[config.mk]
export PLATFORM = sky130hd
export DESIGN_NAME = array_stream_arbiter_flat
export DESIGN_NICKNAME = d
export VERILOG_FILES = /design/src/rtl/array_stream_arbiter_pkg.sv /design/src/rtl/array_stream_arbiter_if.sv /design/src/rtl/array_stream_arbiter_rr_arbiter_n.sv /design/src/rtl/array_stream_arbiter.sv /design/src/flat_wrapper.sv
export SDC_FILE = /design/constraint.sdc
export NUM_CORES = 1
export LEC_CHECK = 0
export BUFFER_PORTS_ARGS = -buffer_cell sky130_fd_sc_hd__buf_4
export CELL_PAD_IN_SITES_DETAIL_PLACEMENT = 1
export CELL_PAD_IN_SITES_GLOBAL_PLACEMENT = 1
export CORE_UTILIZATION = 40
export CTS_CLUSTER_SIZE = 24
export DETAILED_ROUTE_END_ITERATION = 8
export PLACE_DENSITY = 0.95
export SYNTH_ARGS = -nofsm -noshare
export SYNTH_HDL_FRONTEND = slang
export SYNTH_SLANG_ARGS = --single-unit
[constraint.sdc]
create_clock -name clk -period 9.1 [get_ports clk]
set_input_delay 0.455 -clock clk [delete_from_list [all_inputs] [get_ports clk]]
set_output_delay 0.455 -clock clk [all_outputs]
set_load 0.005 [all_outputs]
[src/rtl/array_stream_arbiter_pkg.sv]
// Shared definitions for the array stream write-port arbiter: state encoding,
// default burst geometry and a small index helper.
package array_stream_arbiter_pkg;

    typedef enum logic [1:0] {
        IDLE  = 2'd0,
        XFER  = 2'd1,
        DRAIN = 2'd2
    } arb_state_e;

    localparam int LANES           = 16;
    localparam int DEFAULT_BURST   = LANES;
    localparam int DEFAULT_TIMEOUT = 1023;

    function automatic int nextIndex(input int idx, input int n);
        return (idx + 1) % n;
    endfunction

endpackage

[src/rtl/array_stream_arbiter_if.sv]
// Requester and stream-top signals of the arbiter. The master modport is the
// arbiter itself; the slave modport is the surrounding producers and stream top.
interface array_stream_arbiter_if #(
    parameter int W = 32,
    parameter int N = 4
);
    logic [N-1:0]   req;
    logic [N*W-1:0] req_data;
    logic [N-1:0]   gnt;
    logic [N-1:0]   pop;
    logic [N-1:0]   done;
    logic           we;
    logic [W-1:0]   datain;
    logic           master_full;
    logic           master_empty;
    logic           valid;
    logic           busy;
    logic           err;

    modport master (
        input  req, req_data, master_full, master_empty, valid,
        output gnt, pop, done, we, datain, busy, err
    );

    modport slave (
        output req, req_data, master_full, master_empty, valid,
        input  gnt, pop, done, we, datain, busy, err
    );
endinterface

[src/rtl/array_stream_arbiter_rr_arbiter_n.sv]
// Combinational round-robin picker: first set request at or after the pointer,
// wrapping around, returned both one-hot and encoded.
module rr_arbiter_n #(
    parameter  int N  = 4,
    localparam int IW = $clog2(N)
) (
    input  logic [N-1:0]  req_i,
    input  logic [IW-1:0] ptr_i,
    output logic [N-1:0]  gnt_o,
    output logic [IW-1:0] idx_o,
    output logic          any_o
);

    logic [IW-1:0] cand;

    always_comb begin
        gnt_o = '0;
        idx_o = '0;
        any_o = 1'b0;
        cand  = '0;
        for (int k = 0; k < N; k++) begin
            cand = IW'((int'(ptr_i) + k) % N);
            if (!any_o && req_i[cand]) begin
                any_o       = 1'b1;
                gnt_o[cand] = 1'b1;
                idx_o       = cand;
            end
        end
    end

endmodule

[src/rtl/array_stream_arbiter.sv]
// Shares the array stream write port between N requesters, one BURST-word grant
// at a time, and holds each grant until the serializer has drained the burst.
module array_stream_arbiter
    import array_stream_arbiter_pkg::*;
#(
    parameter int W       = 32,
    parameter int N       = 4,
    parameter int BURST   = DEFAULT_BURST,
    parameter int TIMEOUT = DEFAULT_TIMEOUT
) (
    input  logic clk,
    input  logic resetn,
    array_stream_arbiter_if.master bus
);

    localparam int IW = $clog2(N);
    localparam int CW = $clog2(BURST + 1);
    localparam int TW = $clog2(TIMEOUT + 1);

    arb_state_e    state_q, state_d;
    logic [N-1:0]  gnt_q, gnt_d;
    logic [IW-1:0] idx_q, idx_d;
    logic [IW-1:0] ptr_q, ptr_d;
    logic [CW-1:0] wordCnt_q, wordCnt_d;
    logic [CW-1:0] validCnt_q, validCnt_d;
    logic [TW-1:0] timer_q, timer_d;
    logic          err_q, err_d;
    logic [W-1:0]  data_q, data_d;

    logic [N-1:0]  pickGnt;
    logic [IW-1:0] pickIdx;
    logic          pickAny;
    logic          weInt;
    logic          drainDone;
    logic          drainTimeout;
    logic [W-1:0]  grantWord;

    rr_arbiter_n #(.N(N)) uPick (
        .req_i (bus.req),
        .ptr_i (ptr_q),
        .gnt_o (pickGnt),
        .idx_o (pickIdx),
        .any_o (pickAny)
    );

    assign grantWord = bus.req_data[int'(idx_q)*W +: W];
    assign bus.gnt   = gnt_q;
    assign bus.busy  = (state_q != IDLE);
    assign bus.err   = err_q;

    always_comb begin
        state_d      = state_q;
        gnt_d        = gnt_q;
        idx_d        = idx_q;
        ptr_d        = ptr_q;
        wordCnt_d    = wordCnt_q;
        validCnt_d   = validCnt_q;
        timer_d      = timer_q;
        err_d        = err_q;
        data_d       = data_q;
        weInt        = 1'b0;
        drainDone    = 1'b0;
        drainTimeout = 1'b0;
        bus.we       = 1'b0;
        bus.pop      = '0;
        bus.done     = '0;
        bus.datain   = data_q;

        // The serializer may start emitting before the burst is fully written.
        if (state_q != IDLE && bus.valid && validCnt_q < CW'(BURST)) begin
            validCnt_d = validCnt_q + 1'b1;
        end

        unique case (state_q)
            IDLE: begin
                if (pickAny) begin
                    gnt_d      = pickGnt;
                    idx_d      = pickIdx;
                    wordCnt_d  = '0;
                    validCnt_d = '0;
                    timer_d    = '0;
                    state_d    = XFER;
                end
            end
            XFER: begin
                weInt      = !bus.master_full;
                bus.we     = weInt;
                bus.datain = grantWord;
                bus.pop    = gnt_q & {N{weInt}};
                if (weInt) begin
                    data_d    = grantWord;
                    wordCnt_d = wordCnt_q + 1'b1;
                    if (wordCnt_q == CW'(BURST - 1)) begin
                        state_d = DRAIN;
                    end
                end
            end
            DRAIN: begin
                if (timer_q != TW'(TIMEOUT)) begin
                    timer_d = timer_q + 1'b1;
                end
                drainDone    = (validCnt_q >= CW'(BURST)) && bus.master_empty;
                drainTimeout = !drainDone && (timer_q == TW'(TIMEOUT));
                if (drainDone || drainTimeout) begin
                    bus.done = gnt_q;
                    gnt_d    = '0;
                    ptr_d    = IW'(nextIndex(int'(idx_q), N));
                    err_d    = err_q | drainTimeout;
                    state_d  = IDLE;
                end
            end
            default: state_d = IDLE;
        endcase
    end

    always_ff @(posedge clk or negedge resetn) begin
        if (!resetn) begin
            state_q    <= IDLE;
            gnt_q      <= '0;
            idx_q      <= '0;
            ptr_q      <= '0;
            wordCnt_q  <= '0;
            validCnt_q <= '0;
            timer_q    <= '0;
            err_q      <= 1'b0;
            data_q     <= '0;
        end else begin
            state_q    <= state_d;
            gnt_q      <= gnt_d;
            idx_q      <= idx_d;
            ptr_q      <= ptr_d;
            wordCnt_q  <= wordCnt_d;
            validCnt_q <= validCnt_d;
            timer_q    <= timer_d;
            err_q      <= err_d;
            data_q     <= data_d;
        end
    end

endmodule

[src/flat_wrapper.sv]
// flat-port wrapper written by rule: the top's interface ports become plain ports
module array_stream_arbiter_flat import array_stream_arbiter_pkg::*;
#(
    parameter int W       = 32,
    parameter int N       = 4,
    parameter int BURST   = DEFAULT_BURST,
    parameter int TIMEOUT = DEFAULT_TIMEOUT
)
  (clk, resetn, bus_req, bus_req_data, bus_master_full, bus_master_empty, bus_valid, bus_gnt, bus_pop, bus_done, bus_we, bus_datain, bus_busy, bus_err);
  array_stream_arbiter_if #(.W(W), .N(N)) bus_i ();
  input  logic clk;
  input  logic resetn;
  input wire logic [$bits(bus_i.req)-1:0] bus_req;
  input wire logic [$bits(bus_i.req_data)-1:0] bus_req_data;
  input wire logic [$bits(bus_i.master_full)-1:0] bus_master_full;
  input wire logic [$bits(bus_i.master_empty)-1:0] bus_master_empty;
  input wire logic [$bits(bus_i.valid)-1:0] bus_valid;
  output wire logic [$bits(bus_i.gnt)-1:0] bus_gnt;
  output wire logic [$bits(bus_i.pop)-1:0] bus_pop;
  output wire logic [$bits(bus_i.done)-1:0] bus_done;
  output wire logic [$bits(bus_i.we)-1:0] bus_we;
  output wire logic [$bits(bus_i.datain)-1:0] bus_datain;
  output wire logic [$bits(bus_i.busy)-1:0] bus_busy;
  output wire logic [$bits(bus_i.err)-1:0] bus_err;
  assign bus_i.req = bus_req;
  assign bus_i.req_data = bus_req_data;
  assign bus_i.master_full = bus_master_full;
  assign bus_i.master_empty = bus_master_empty;
  assign bus_i.valid = bus_valid;
  assign bus_gnt = bus_i.gnt;
  assign bus_pop = bus_i.pop;
  assign bus_done = bus_i.done;
  assign bus_we = bus_i.we;
  assign bus_datain = bus_i.datain;
  assign bus_busy = bus_i.busy;
  assign bus_err = bus_i.err;
  array_stream_arbiter #(.W(W), .N(N), .BURST(BURST), .TIMEOUT(TIMEOUT)) u_core (.clk(clk), .resetn(resetn), .bus(bus_i));
endmodule
==> results.yml, run 1 <==
setup_path:
  worstPathArrival_ns: 3.21
  path_class: "flop to output pin"
  regToRegEndpoint: "u_core.bus.gnt[2]"
  cp.depth: 4
  reg2reg_setup_slack_ns: 5.57
  crit_path_frequent_cell: "nor2b_4"
  max_stage_delay_ns: 1.08
  rr_worst_depth: 7
  required_ns: 8.65
  cp-startpoint: "u_core.state_q[0]"
  crit_family: "simple AND/OR/NAND/NOR gates"
  endpoint: "bus_pop[0]"
  startpoint_type: "flop"
  path_cells: "nor2b_4 > nor2b_4 > and2_1 > buf_4"
  worst-path-buf-inv: 1
  slowest_stage: "nor2b_4"
  setup.worst_path.end_class: "output pin"
  r2r-start: "u_core.ptr_q[0]"
  cp_max_fo: 40
floorplanning:
  die_w_um: 107.7
  rows: 38
  pin_count: 184
  die_y_um: 107.7
  die_area_um2: 11590
  initial_utilization_pct: 41.20
  core-area_um2: 10840
place:
  place_hpwl_mm: 10.98
  gp_congestion: 0.8640
  portBuffers: 183
  place_inst: 661
  post-place-ws_ns: 5.584
logic_synthesis:
  async_flop_share_pct: 100.0
  synth_area_leaders: "dfrtp_1 (35%), mux4_2 (18%), mux2_2 (17%)"
  post_synth_inst_count: 361
  synth-xor-area-share_pct: 2.745
  synthSimpleGateAreaFrac_pct: 9.748
  synthAdderAreaFrac_pct: 3.361
  synth_edf_count: 0
  yosysTopAreaCellShare_pct: 35.29
  yosys_most_used_dff: "dfrtp_1"
  syn_area_per_cell_um2: 12.37
  synth_cell_type_count: 44
  ys_seq_area_share_pct: 35.29
  synth_top_family_by_area: "multiplexers"
  ys_top_cells_by_count: "mux2_2 (68), dfrtp_1 (63), mux4_2 (35), nor2_1 (21), clkbuf_1 (17)"
  yosys_warnings: 0
  yosysTopAreaCell: "dfrtp_1"
  muxShareOfSynthArea_pct: 37.39
  ys_ff_latch: 63
  yosysMostFrequentCell: "mux2_2"
  syn_area_um2: 4467
  syn_nets: 510
  synth_compound_area_share_pct: 8.375
finish:
  final_net_count: 681
  layoutNonFillerInstCount: 676
  layout-drive-gt1-share_pct: 58.58
  fin_util_pct: 56.51
  syn_to_final_growth_pct: 37.14
  n_antenna_cell: 0
timing:
  max_freq_mhz: 273.1
  setup_slack_ns: 5.439
  hold_viol: 0
  final.period_utilization_pct: 40.23
  finClkSkew_ns: 0.01193
  setup_viol: 0
  setup-tns-final_ns: 0
  max_slew.worst_pin.slew_ns: 1.152
  max_slew_margin_pct: 23.02
  drv_slew: 0
  period_needed_ns: 3.661
  rsz0062_at_grt: "no"
pwr:
  intPower_uw: 1039
  p_leak_uw: 0.002792
  clkPwrFrac_pct: 16.0
  combPwrFrac_pct: 53.9
  p_seq_share_pct: 30.1
  power_uw: 1597
  power_density_nw_per_um2: 260.6
  p_switching_uw: 557.1
  switching_share_pct: 34.89
  ir_drop_v: 0.0001133
clock_network:
  clk_pin_slew_worst_paths_ns: 0.08
  root_buffer: "clkbuf_8"
  cts.sinks: 63
  cts_tree: "done"
  ctsHoldBuffers: 0
  cts_resized: 0
  clockBufferDepth: 2
  htree_levels: 3
  clock_latency_ns: 0.36
  cts_buffers: 9
  cts_setup_buffers: 0
grt:
  globalRouteOverflowTotal: 0
  grt_max_degree: 64
  antenna_found_initial: 0
  first_global_vias: 4191
  track_usage_pct: 25.82
  grt_pass1_wl_mm: 22.45
run:
  drv_cap: 0
worst_hold_path:
  hold_class: "input port to async pin"
route:
  final_antenna_net_count: 0
  routedWlPerCell_um: 21.39
  viasPerCell: 5.663
  drt-total-wl_mm: 14.46
  drc: 0
  via_count: 3828
  dr.pass1.iters: 4
  drt_iter0_markers: 171
status:
  status: "finished clean"
[state kept, by name (all words and copies together), names as in the netlist]
signal and flops:
u_core.idx_q 2, u_core.timer_q 10, u_core.wordCnt_q 5, u_core.validCnt_q 5, u_core.bus.gnt 4, u_core.state_q 2, u_core.bus.err 1, u_core.data_q 32
u_core.ptr_q 2
[final cells by class]
cell class                 count  area (µm²)
clock buffer                  12       155.1
sequential                    63        1578
fill                        1143        4715
inverter                       5       18.77
clock inverter                 3       42.54
timing repair buffer         185        1389
multi-input combinational    268        2768
tap                          140       175.2
[power by group through the flow]
stage	Sequential, µW	Clock [µW]	Combinational (µW)
after global routing	492	268	925
after global placement	465	0	821
final	481	255	861
after CTS	478	257	873
after floorplan	438	0	546
after detailed placement	481	0	866
[metrics by stage]
stage / instance area [µm²] / hold WS (ns)
final: 6126 / 0.1903
after CTS: 6126 / 0.2253
after global placement: 5928 / 0.4846
after global routing: 6126 / 0.2542
after floorplan: 4467 / 0.1594
after detailed placement: 5928 / 0.4933
[cell usage in the layout, fill, tap and decap left out, types with 9 or more instances in the layout]
cell,count
buf_4,185
mux2_2,68
dfrtp_1,62
mux4_2,35
nor2_1,21
nand2_1,16
a22o_1,12
ha_1,12
clkbuf_8,11
xor2_1,10
and2_1,9
mux2i_1,9
[worst reg2reg max path, delay by kind of cell (launching register included)]
kind | cells | cell delay, ns
DFF | 1 | 0.90
buffers and inverters | 1 | 0.35
muxes | 1 | 0.56
and+or+nand+nor | 3 | 0.96
adders and majority gates | 1 | 0.53
AOI/OAI and AO/OA | 1 | 0.16
[logic make-up after synthesis]
family	count (synthesis)
buf+inv	30
flops	63
mux	113
simple gates	81
xor+xnor	14
compound gates	48
fa+ha+maj	12
[layer usage]
layer / vias up / part of all wire (%) / GRT usage (%)
met5: - / 0 / 0
met4: 0 / 3.3 / 10.86
met2: 133 / 53 / 45.83
met3: 35 / 6.0 / 5.448
met1: 1941 / 38 / 30.00
li1: 1719 / - / -
[how the worst min path moves through the flow]
stage,from,end,slack [ns],cells past startpoint
detailed placement,u_core.data_q[26],u_core.data_q[26],0.49,1
global placement,u_core.data_q[20],u_core.data_q[20],0.48,1
global route,resetn,u_core.data_q[17],0.25,1
finish,resetn,u_core.data_q[17],0.19,1
CTS,resetn,u_core.data_q[17],0.23,1
floorplan,resetn,u_core.bus.err,0.16,0
No activity file was read; power rests on OpenSTA's default activity.
==> inputs of run 2 (changes only) <==
--- a/config.mk
+++ b/config.mk
@@ -8,10 +8,10 @@
 export BUFFER_PORTS_ARGS = -buffer_cell sky130_fd_sc_hd__buf_4
 export CELL_PAD_IN_SITES_DETAIL_PLACEMENT = 1
 export CELL_PAD_IN_SITES_GLOBAL_PLACEMENT = 1
-export CORE_UTILIZATION = 40
+export CORE_UTILIZATION = 34
 export CTS_CLUSTER_SIZE = 24
 export DETAILED_ROUTE_END_ITERATION = 8
-export PLACE_DENSITY = 0.95
+export PLACE_DENSITY = 0.87
 export SYNTH_ARGS = -nofsm -noshare
 export SYNTH_HDL_FRONTEND = slang
 export SYNTH_SLANG_ARGS = --single-unit
==> constraint.sdc (replaced) <==
create_clock -name clk -period 3.1 [get_ports clk]
set_input_delay 0.155 -clock clk [delete_from_list [all_inputs] [get_ports clk]]
set_output_delay 0.155 -clock clk [all_outputs]
set_load 0.005 [all_outputs]
==> run 2 against run 1 <==
  * Setup slack got worse by 5.0 ns
  * Sequential share of layout area decreased by 0.91 points
  * Global-route usage down 5.2 points
  * Utilization fell by 6.6 points
  * Critical path depth increased by 3
  * Worst hold slack got worse by 0.098 ns
  * Flip-flop and latch count stayed put
  * Design area up 3.7%
  * Combinational power grew to 3.0 times the previous value
  * Sequential power grew to 2.9 times the previous value
  * Count of clock-buffer cells in the layout is 1 lower
  * Routed wire length is 4.9% lower
  * Largest cell class unchanged
  * Largest power group unchanged
  * Highest routed layer unchanged
==> results.yml, run 2 (synthesized netlist as in run 1, its figures left out) <==
finish:
  mostFrequentLayoutCells: "buf_4 (187), mux2_2 (68), dfrtp_1 (62), mux4_2 (35), nor2_1 (21)"
  final_net_count: 687
  fillers: 1398
  top_register: "u_core.data_q"
  n_antenna_cell: 0
  reg_top3: "u_core.data_q (32), u_core.timer_q (10)"
  final_common_cell: "buf_4"
  layout-drive-gt1-share_pct: 59.04
  final_area_um2: 6351
  largest_reg_flops: 32
  syn_to_final_growth_pct: 42.18
timing:
  period_needed_ns: 2.646
  max_freq_mhz: 377.9
  finClkSkew_ns: 0.008685
  rsz0062_at_grt: "no"
  final.period_utilization_pct: 85.36
  max_slew.worst_pin.slew_ns: 0.8193
  whs_ns: 0.09191
  setup-tns-final_ns: 0
  drv_slew: 0
  hold_viol: 0
  setup_viol: 0
  max_slew_margin_pct: 45.38
clock_network:
  root_buffer: "clkbuf_16"
  htree_levels: 3
  clk_pin_slew_worst_paths_ns: 0.05
  cts_setup_buffers: 0
  cts_buffers: 9
  clockBufferDepth: 2
  cts.sinks: 63
  clock_latency_ns: 0.33
  cts_tree: "done"
setup_path:
  startpoint_type: "flop"
  path_class: "flop to flop"
  required_ns: 3.36
  cp_max_fo: 24
  setup.worst_path.end_class: "flop"
  worstPathArrival_ns: 2.90
route:
  final_antenna_net_count: 0
  routedWlPerCell_um: 19.26
  viasPerCell: 5.237
  drc: 0
  drt-total-wl_mm: 13.75
  via_count: 3739
  drt_iter0_markers: 149
  dr.pass1.iters: 4
pwr:
  p_seq_share_pct: 28.1
  power_density_nw_per_um2: 781.5
  switching_share_pct: 32.66
  ir_drop_v: 0.0003171
  intPower_uw: 3343
  clkPwrFrac_pct: 20.4
  p_switching_uw: 1621
  combPwrFrac_pct: 51.6
  p_leak_uw: 0.002887
run:
  drv_cap: 0
grt:
  globalRouteOverflowTotal: 0
  grt_max_degree: 64
  track_usage_pct: 20.58
  antenna_found_initial: 0
  first_global_vias: 4119
  grt_pass1_wl_mm: 21.20
place:
  portBuffers: 183
  gp_congestion: 0.7834
  post_dp_cell_area_um2: 6043
  place_hpwl_mm: 10.76
worst_hold_path:
  hold_class: "input port to flop"
status:
  status: "finished clean"
floorplanning:
  die_area_um2: 13600
  pin_count: 184
  rows: 41
  die_y_um: 116.6
  core-area_um2: 12720
  die_w_um: 116.6
  initial_utilization_pct: 35.11
-- run 2: cell types whose count changed in the layout (fill, tap and decap cells not counted) --
cell	before	now
clkinvlp_4	1	0
clkbuf_16	0	9
clkinv_2	1	3
dlygate4sd3_1	0	1
buf_12	0	3
clkbuf_8	11	2
clkbuf_1	1	0
buf_4	185	187
-- run 2: power groups by stage --
stage                     sequential [µW]  combinational, µW  clock (µW)
after floorplan                      1290               1600           0
after detailed placement             1400               2590           0
after CTS                            1390               2610        1040
after global placement               1370               2470           0
after global routing                 1440               2770        1070
final                                1390               2560        1010
-- run 2: critical path, stage by stage, from the launching register on --
cell and delay [ns]:
dfrtp_1 0.34, inv_1 0.14, ha_1 0.45, mux4_2 0.54
or4_4 0.54, and2_4 0.27, nor2_4 0.14, a22o_1 0.15
-- run 2: layout make-up --
type                       instances  area, µm²  area share [%]
multi-input combinational        268       2768           43.58
sequential                        63       1578           24.84
timing repair buffer             191       1474           23.21
clock buffer                      11      252.7           3.980
tap                              172      215.2           3.388
clock inverter                     4      45.04          0.7092
inverter                           5      18.77          0.2955
-- run 2: metal layers --
metal | GRT usage [%] | part of all wire [%] | up-vias
li1 | - | - | 1726
met1 | 23.26 | 39 | 1863
met2 | 38.03 | 52 | 126
met3 | 4.255 | 6.5 | 24
met4 | 7.595 | 2.1 | 0
met5 | 0 | 0 | -
-- run 2: stage by stage --
| stage | setup WS (ns) | std cells | total power, µW | util [%] |
|---|---|---|---|---|
| 2_1_floorplan | 0.1315 | 361 | 2888 | - |
| 3_3_place_gp | 0.5478 | 698 | 3836 | 47.50 |
| 3_5_place_dp | 0.4625 | 698 | 3997 | 47.50 |
| 4_1_cts | 0.4580 | 714 | 5042 | 49.92 |
| 5_1_grt | 0.3124 | 714 | 5279 | 49.92 |
| 6_report | 0.4539 | 714 | 4964 | 49.92 |
-- run 2: final timing paths --
path	start	endpoint	slack [ns]	cells after the start
setup / recovery	u_core.ptr_q[0]	u_core.bus.gnt[1]	0.45	7
hold / removal	bus_valid	u_core.validCnt_q[4]	0.09	3
setup reg to reg	u_core.ptr_q[0]	u_core.bus.gnt[1]	0.45	7
hold reg to reg	u_core.bus.err	u_core.bus.err	0.48	1
max in group asynchronous	resetn	u_core.idx_q[0]	2.06	2
min in group asynchronous	resetn	u_core.validCnt_q[3]	0.47	2
-- run 2: timing repair --
item                      CTS  global route
hold endpoints to repair   63             0
hold buffers                1             0
gates resized for setup     0             0
